$ cat src/rtl/jtag_tap_responder.sv
// IEEE 1149.1-style TAP target with IDCODE, BYPASS and a USER data register,
// all JTAG pins oversampled on CLK. Optional macro JTAG_TRST_EN enables nTRST_IN.
module jtag_tap_responder #(
  parameter int unsigned     IR_W       = 4,
  parameter logic [31:0]     IDCODE_VAL = 32'h0B1A5001,
  parameter int unsigned     USER_W     = 8,
  parameter logic [IR_W-1:0] OP_IDCODE  = IR_W'(1),
  parameter logic [IR_W-1:0] OP_USER    = IR_W'(2)
) (
  input  logic              CLK,
  input  logic              nRST,
  input  logic              TCK_IN,
  input  logic              TMS_IN,
  input  logic              TDI_IN,
  input  logic              nTRST_IN,
  output logic              TDO_OUT,
  output logic              TDO_OE,
  output logic [3:0]        TAP_STATE,
  input  logic [USER_W-1:0] USER_DIN,
  output logic [USER_W-1:0] USER_DOUT,
  output logic              USER_UPDATE
);

  typedef enum logic [3:0] {
    ST_TLR    = 4'd0,
    ST_RTI    = 4'd1,
    ST_SEL_DR = 4'd2,
    ST_CAP_DR = 4'd3,
    ST_SH_DR  = 4'd4,
    ST_EX1_DR = 4'd5,
    ST_PAU_DR = 4'd6,
    ST_EX2_DR = 4'd7,
    ST_UPD_DR = 4'd8,
    ST_SEL_IR = 4'd9,
    ST_CAP_IR = 4'd10,
    ST_SH_IR  = 4'd11,
    ST_EX1_IR = 4'd12,
    ST_PAU_IR = 4'd13,
    ST_EX2_IR = 4'd14,
    ST_UPD_IR = 4'd15
  } tap_state_e;

  tap_state_e        r_state;
  tap_state_e        w_state_nxt;

  logic              r_tck_s1, r_tck_s2, r_tck_s3;
  logic              r_tms_s1, r_tms_s2;
  logic              r_tdi_s1, r_tdi_s2;
  logic              w_rise, w_fall, w_trst;

  logic [IR_W-1:0]   r_ir_sr, r_ir;
  logic [31:0]       r_id_sr;
  logic [USER_W-1:0] r_user_sr, r_user_dout;
  logic              r_byp_sr, r_user_upd;
  logic              r_tdo, r_tdo_oe;

  logic              w_sel_id, w_sel_user, w_dr_lsb;
  logic              w_sh_ir, w_sh_dr;

  always_ff @(posedge CLK or negedge nRST) begin
    if (!nRST) begin
      r_tck_s1 <= 1'b0;
      r_tck_s2 <= 1'b0;
      r_tck_s3 <= 1'b0;
      r_tms_s1 <= 1'b0;
      r_tms_s2 <= 1'b0;
      r_tdi_s1 <= 1'b0;
      r_tdi_s2 <= 1'b0;
    end else begin
      r_tck_s1 <= TCK_IN;
      r_tck_s2 <= r_tck_s1;
      r_tck_s3 <= r_tck_s2;
      r_tms_s1 <= TMS_IN;
      r_tms_s2 <= r_tms_s1;
      r_tdi_s1 <= TDI_IN;
      r_tdi_s2 <= r_tdi_s1;
    end
  end

  assign w_rise = r_tck_s2 & ~r_tck_s3;
  assign w_fall = ~r_tck_s2 & r_tck_s3;

`ifdef JTAG_TRST_EN
  logic r_trst_n_s1, r_trst_n_s2;

  always_ff @(posedge CLK or negedge nRST) begin
    if (!nRST) begin
      r_trst_n_s1 <= 1'b0;
      r_trst_n_s2 <= 1'b0;
    end else begin
      r_trst_n_s1 <= nTRST_IN;
      r_trst_n_s2 <= r_trst_n_s1;
    end
  end

  assign w_trst = ~r_trst_n_s2;
`else
  logic w_unused_trst;
  assign w_unused_trst = nTRST_IN;
  assign w_trst        = 1'b0;
`endif

  // TAP controller: state register
  always_ff @(posedge CLK or negedge nRST) begin
    if (!nRST) r_state <= ST_TLR;
    else       r_state <= w_state_nxt;
  end

  // TAP controller: next state, advancing only on a synced TCK rise
  always_comb begin
    w_state_nxt = r_state;
    if (w_trst) begin
      w_state_nxt = ST_TLR;
    end else if (w_rise) begin
      case (r_state)
        ST_TLR:    w_state_nxt = r_tms_s2 ? ST_TLR    : ST_RTI;
        ST_RTI:    w_state_nxt = r_tms_s2 ? ST_SEL_DR : ST_RTI;
        ST_SEL_DR: w_state_nxt = r_tms_s2 ? ST_SEL_IR : ST_CAP_DR;
        ST_CAP_DR: w_state_nxt = r_tms_s2 ? ST_EX1_DR : ST_SH_DR;
        ST_SH_DR:  w_state_nxt = r_tms_s2 ? ST_EX1_DR : ST_SH_DR;
        ST_EX1_DR: w_state_nxt = r_tms_s2 ? ST_UPD_DR : ST_PAU_DR;
        ST_PAU_DR: w_state_nxt = r_tms_s2 ? ST_EX2_DR : ST_PAU_DR;
        ST_EX2_DR: w_state_nxt = r_tms_s2 ? ST_UPD_DR : ST_SH_DR;
        ST_UPD_DR: w_state_nxt = r_tms_s2 ? ST_SEL_DR : ST_RTI;
        ST_SEL_IR: w_state_nxt = r_tms_s2 ? ST_TLR    : ST_CAP_IR;
        ST_CAP_IR: w_state_nxt = r_tms_s2 ? ST_EX1_IR : ST_SH_IR;
        ST_SH_IR:  w_state_nxt = r_tms_s2 ? ST_EX1_IR : ST_SH_IR;
        ST_EX1_IR: w_state_nxt = r_tms_s2 ? ST_UPD_IR : ST_PAU_IR;
        ST_PAU_IR: w_state_nxt = r_tms_s2 ? ST_EX2_IR : ST_PAU_IR;
        ST_EX2_IR: w_state_nxt = r_tms_s2 ? ST_UPD_IR : ST_SH_IR;
        ST_UPD_IR: w_state_nxt = r_tms_s2 ? ST_SEL_DR : ST_RTI;
        default:   w_state_nxt = ST_TLR;
      endcase
    end
  end

  // TAP controller: state decodes
  always_comb begin
    TAP_STATE = r_state;
    w_sh_ir   = (r_state == ST_SH_IR);
    w_sh_dr   = (r_state == ST_SH_DR);
  end

  always_ff @(posedge CLK or negedge nRST) begin
    if (!nRST) begin
      r_ir_sr <= '0;
      r_ir    <= OP_IDCODE;
    end else if (w_trst) begin
      r_ir    <= OP_IDCODE;
    end else if (w_rise) begin
      case (r_state)
        ST_TLR:    r_ir    <= OP_IDCODE;
        ST_CAP_IR: r_ir_sr <= IR_W'(1);
        ST_SH_IR:  r_ir_sr <= {r_tdi_s2, r_ir_sr[IR_W-1:1]};
        ST_UPD_IR: r_ir    <= r_ir_sr;
        default:   ;
      endcase
    end
  end

  // IDCODE takes priority should OP_USER ever be configured equal to it
  assign w_sel_id   = (r_ir == OP_IDCODE);
  assign w_sel_user = (r_ir == OP_USER) && !w_sel_id;

  always_comb begin
    w_dr_lsb = r_byp_sr;
    if (w_sel_id)        w_dr_lsb = r_id_sr[0];
    else if (w_sel_user) w_dr_lsb = r_user_sr[0];
  end

  always_ff @(posedge CLK or negedge nRST) begin
    if (!nRST) begin
      r_id_sr     <= '0;
      r_user_sr   <= '0;
      r_byp_sr    <= 1'b0;
      r_user_dout <= '0;
      r_user_upd  <= 1'b0;
    end else begin
      r_user_upd <= 1'b0;
      if (w_rise && !w_trst) begin
        case (r_state)
          ST_CAP_DR: begin
            if (w_sel_id)        r_id_sr   <= IDCODE_VAL;
            else if (w_sel_user) r_user_sr <= USER_DIN;
            else                 r_byp_sr  <= 1'b0;
          end
          ST_SH_DR: begin
            if (w_sel_id)        r_id_sr   <= {r_tdi_s2, r_id_sr[31:1]};
            else if (w_sel_user) r_user_sr <= {r_tdi_s2, r_user_sr[USER_W-1:1]};
            else                 r_byp_sr  <= r_tdi_s2;
          end
          ST_UPD_DR: begin
            if (w_sel_user) begin
              r_user_dout <= r_user_sr;
              r_user_upd  <= 1'b1;
            end
          end
          default: ;
        endcase
      end
    end
  end

  // TDO launches on the falling edge so the master can sample it on the next rise
  always_ff @(posedge CLK or negedge nRST) begin
    if (!nRST) begin
      r_tdo    <= 1'b0;
      r_tdo_oe <= 1'b0;
    end else if (w_trst) begin
      r_tdo_oe <= 1'b0;
    end else if (w_fall) begin
      if (w_sh_ir) begin
        r_tdo    <= r_ir_sr[0];
        r_tdo_oe <= 1'b1;
      end else if (w_sh_dr) begin
        r_tdo    <= w_dr_lsb;
        r_tdo_oe <= 1'b1;
      end else begin
        r_tdo_oe <= 1'b0;
      end
    end
  end

  assign TDO_OUT     = r_tdo;
  assign TDO_OE      = r_tdo_oe;
  assign USER_DOUT   = r_user_dout;
  assign USER_UPDATE = r_user_upd;

endmodule

$ cat config.mk
export PLATFORM = sky130hd
export DESIGN_NAME = jtag_tap_responder
export DESIGN_NICKNAME = d
export VERILOG_FILES = /design/src/rtl/jtag_tap_responder.sv
export SDC_FILE = /design/constraint.sdc
export NUM_CORES = 1
export LEC_CHECK = 0
export CORE_MARGIN = 3
export CORE_UTILIZATION = 63
export CTS_BUF_LIST = sky130_fd_sc_hd__clkbuf_2 sky130_fd_sc_hd__clkbuf_4 sky130_fd_sc_hd__clkbuf_8
export CTS_CLUSTER_SIZE = 40
export DETAILED_ROUTE_END_ITERATION = 6
export GPL_ROUTABILITY_DRIVEN = 0
export PLACE_DENSITY = 0.88
export SETUP_SLACK_MARGIN = 0.5
export SLEW_MARGIN = 5
export SYNTH_ARGS = -nofsm -noshare
export SYNTH_HDL_FRONTEND = slang
export SYNTH_SLANG_ARGS = --single-unit
$ cat constraint.sdc
create_clock -name CLK -period 3.6 [get_ports CLK]
set_input_delay 1.08 -clock CLK [delete_from_list [all_inputs] [get_ports CLK]]
set_output_delay 1.08 -clock CLK [all_outputs]
set_load 0.02 [all_outputs]
==> run_results.csv <==
group,metric,value,unit
timing,worst_pin_slew,1.071,ns
clock_network,clock_latency,0.33,ns
setup_path,worst_setup_path_end_kind,"output pin",
drt,vias,2259,
drt,via_per_inst,5.763,
timing,fin_crit,2.957,ns
pwr,powerDensity,606.4,mW/mm²
timing,fin_skew,0.006160,ns
clock_network,cts_resized,0,
clock_network,tritoncts,"yes",
setup_path,cp.arrival,1.88,ns
place,dp_hpwl,3.782,mm
drt,final_antenna_net_count,0,
clock_network,cts_root_buffer,"clkbuf_8",
setup_path,cp_max_fo,22,
die,die_x,75.98,µm
drt,drt_wl_total,5.966,mm
die,die_area,0.005773,mm²
timing,rsz0062_at_grt,"false",
setup_path,crit_chain,"clkdlybuf4s50_1",
timing,finalHoldViolCount,0,
clock_network,cts_hold_buf,0,
global_route,overflow,0,
final_layout,drive_gt1_share,10.70,%
global_route,antenna_found_initial,0,
place,io_buffers,27,
timing,slew_viol_final,0,
clock_network,clkSinkCount,71,
synthesis,syn_inst,302,
final_layout,finalNetCount,338,
die,pin_count,29,
die,die_h,75.98,µm
place,post-place-ws,1.025,ns
global_route,grt_pass1_vias,2183,
setup_path,cp_slowest_stage_delay,0.81,ns
synthesis,ys_seq_area_share,57.62,%
synthesis,avgSynthCellArea,10.22,µm²
timing,fin_crit_sh,82.13,%
clock_network,cts_made_buffers,9,
drt,drt_iter0_markers,151,
setup_path,crit_type,"flop to output pin",
global_route,grt_max_degree,47,
synthesis,syn-num-nets,316,
pwr,ir_drop,378.2,µV
clock_network,clkTransAtPathRegs,0.07,ns
setup_path,r2r_cells,5,
synthesis,synthesis.area,0.003085,mm²
pwr,p_leak,1.577,nW
final_layout,areaGrowthSynthToFinish,15.61,%
min_path,worstHoldPathType,"flop to flop",
setup_path,critical_path_buf_inv_count,1,
setup_path,r2r-start,"TAP_STATE[0]",
setup_path,crit_slowest_cell,"dfrtp_1",
timing,fin_ws,0.6433,ns
timing,tns,0,ns
setup_path,crit_end,"TAP_STATE[0]",
setup_path,crit_cells,1,
place,placed_area,0.003377,mm²
global_route,track_usage,22.52,%
flow_run,max_cap_violations,0,
drt,dr.pass1.iters,4,
global_route,grt_pass1_wl,10.51,mm
synthesis,ys_types,44,
timing,max_slew_margin,28.56,%
timing,holdWs,0.3490,ns
synthesis,synth_seq_cells,71,
setup_path,critPathLaunchType,"flop",
drt,wire_per_inst,15.22,µm
die,row_count,24,
setup_path,crit_path_start,"TAP_STATE[0]",
final_layout,diodes,0,
timing,setup_viol,0,
setup_path,reg2reg_slack,1.06,ns
setup_path,critPathRequiredTime,2.52,ns
die,coreArea,0.004534,mm²
clock_network,cts_max_level,3,
synthesis,ys_warn_count,0,
clock_network,clockBufferDepth,2,
die,initial_utilization,68.05,%
drt,drc,0,
setup_path,rr_endpoint,"r_id_sr[4]",
timing,fmax,338.2,MHz
final_layout,final_area,0.003567,mm²
setup_path,critPathTopFamily,"flip-flops",
clock_network,postCtsSetupRepairBufs,0,
status,outcome,"finished clean",
cells in the mapped netlist (all sizes together):
library cell	n	area share [%]
nand2	62	7.5
dfrtp	70	57
mux2	10	3.6
or4b	1	0.45
a21oi	18	2.9
o31ai	8	2.1
nand4	3	0.61
nor4b	1	0.77
o211a	1	0.32
and2	3	0.61
a22o	3	0.85
buf	6	1.4
nor2	6	0.73
o211ai	1	0.24
a211o	1	0.28
nor3b	2	0.49
a32oi	1	0.28
nor3	10	1.6
dfstp	1	0.85
a311oi	1	0.28
inv	13	1.6
mux2i	8	2.6
nor2b	8	1.6
nand3	2	0.32
a31oi	1	0.20
clkbuf	14	1.7
nand4b	1	0.28
or2	1	0.20
nand2b	1	0.20
o2111ai	2	0.77
o32ai	1	0.28
a211oi	1	0.24
or4	1	0.24
and4	1	0.28
o221ai	2	0.57
o21ai	34	5.5
a221oi	1	0.28
and3b	1	0.28
flip-flops by register name, indices dropped and copies added (netlist names):
register     cells
r_id_sr         32
TDO_OE           1
r_byp_sr         1
TAP_STATE        4
r_ir             4
r_tdi_s2         1
r_tms_s2         1
USER_DOUT        8
r_tck_s2         1
r_tck_s3         1
r_user_sr        8
TDO_OUT          1
r_tck_s1         1
r_tdi_s1         1
USER_UPDATE      1
r_tms_s1         1
r_ir_sr          4
per-stage QoR:
step	std cells	utilization [%]	total power (W)
6_report	392	78.67	0.002163
5_1_grt	392	78.67	0.002290
4_1_cts	392	78.67	0.002166
3_5_place_dp	378	74.48	0.001548
3_3_place_gp	378	74.48	0.001529
2_1_floorplan	302	-	0.001404
logic make-up after synthesis:
| family | share of synthesized area, % |
|---|---|
| buf+inv | 4.704 |
| compound gates | 15.17 |
| mux | 6.245 |
| simple gates | 16.26 |
| flops | 57.62 |
placed cells by master, fill, tap and decap left out, types with 2 or more instances in the layout:
master / synthesis / final
a21oi_1: 18 / 18
a22o_1: 3 / 3
and2_1: 3 / 3
buf_4: 1 / 4
clkbuf_4: 0 / 3
clkbuf_8: 0 / 10
clkdlybuf4s50_1: 0 / 26
dfrtp_1: 70 / 70
inv_1: 13 / 13
mux2_2: 10 / 10
mux2i_1: 8 / 8
nand2_1: 62 / 62
nand3_1: 2 / 2
nand4_1: 3 / 3
nor2_1: 6 / 6
nor2b_1: 8 / 8
nor3_1: 10 / 10
nor3b_1: 2 / 2
o21ai_0: 33 / 33
o221ai_1: 2 / 2
o31ai_1: 7 / 7
final cells by class:
type,instances,area (µm²)
flip-flops and latches,71,1778
repair buffers,31,295.3
fillers,282,967.2
multi-input cells,198,1174
clock inverters,1,30.03
well taps,65,81.33
clock buffers,13,160.2
inverters,13,48.80
layer usage:
| layer | track usage, % | share of wire [%] |
|---|---|---|
| met5 | 0 | 0 |
| met4 | 8.877 | 2.3 |
| met3 | 4.492 | 4.3 |
| met2 | 35.46 | 47 |
| met1 | 31.13 | 46 |
how the worst min path moves through the flow:
stage,start,endpoint,slack (ns),cells after the start
5_1_grt,r_tdi_s1,r_tdi_s2,0.37,0
6_report,r_tms_s1,r_tms_s2,0.35,0
2_1_floorplan,r_tck_s1,r_tck_s2,0.33,0
4_1_cts,r_tms_s1,r_tms_s2,0.35,0
3_5_place_dp,r_tms_s1,r_tms_s2,0.34,0
3_3_place_gp,r_tms_s1,r_tms_s2,0.33,0
worst register-to-register path: cells and delay by family (launching register included):
kind | cells | cell delay [ns]
compound gates | 2 | 0.68
buf+inv | 1 | 0.44
flops | 1 | 0.64
simple gates | 2 | 0.66
where the power goes:
part | switching (W) | total, W | internal (W) | leakage, nW
Sequential | 0.000141 | 0.00105 | 0.000909 | 0.892
Clock | 0.000262 | 0.000618 | 0.000355 | 0.0998
Combinational | 0.000280 | 0.000496 | 0.000215 | 0.585
Total | 0.000683 | 0.00216 | 0.00148 | 1.58
(Power assumes the default switching activity.)
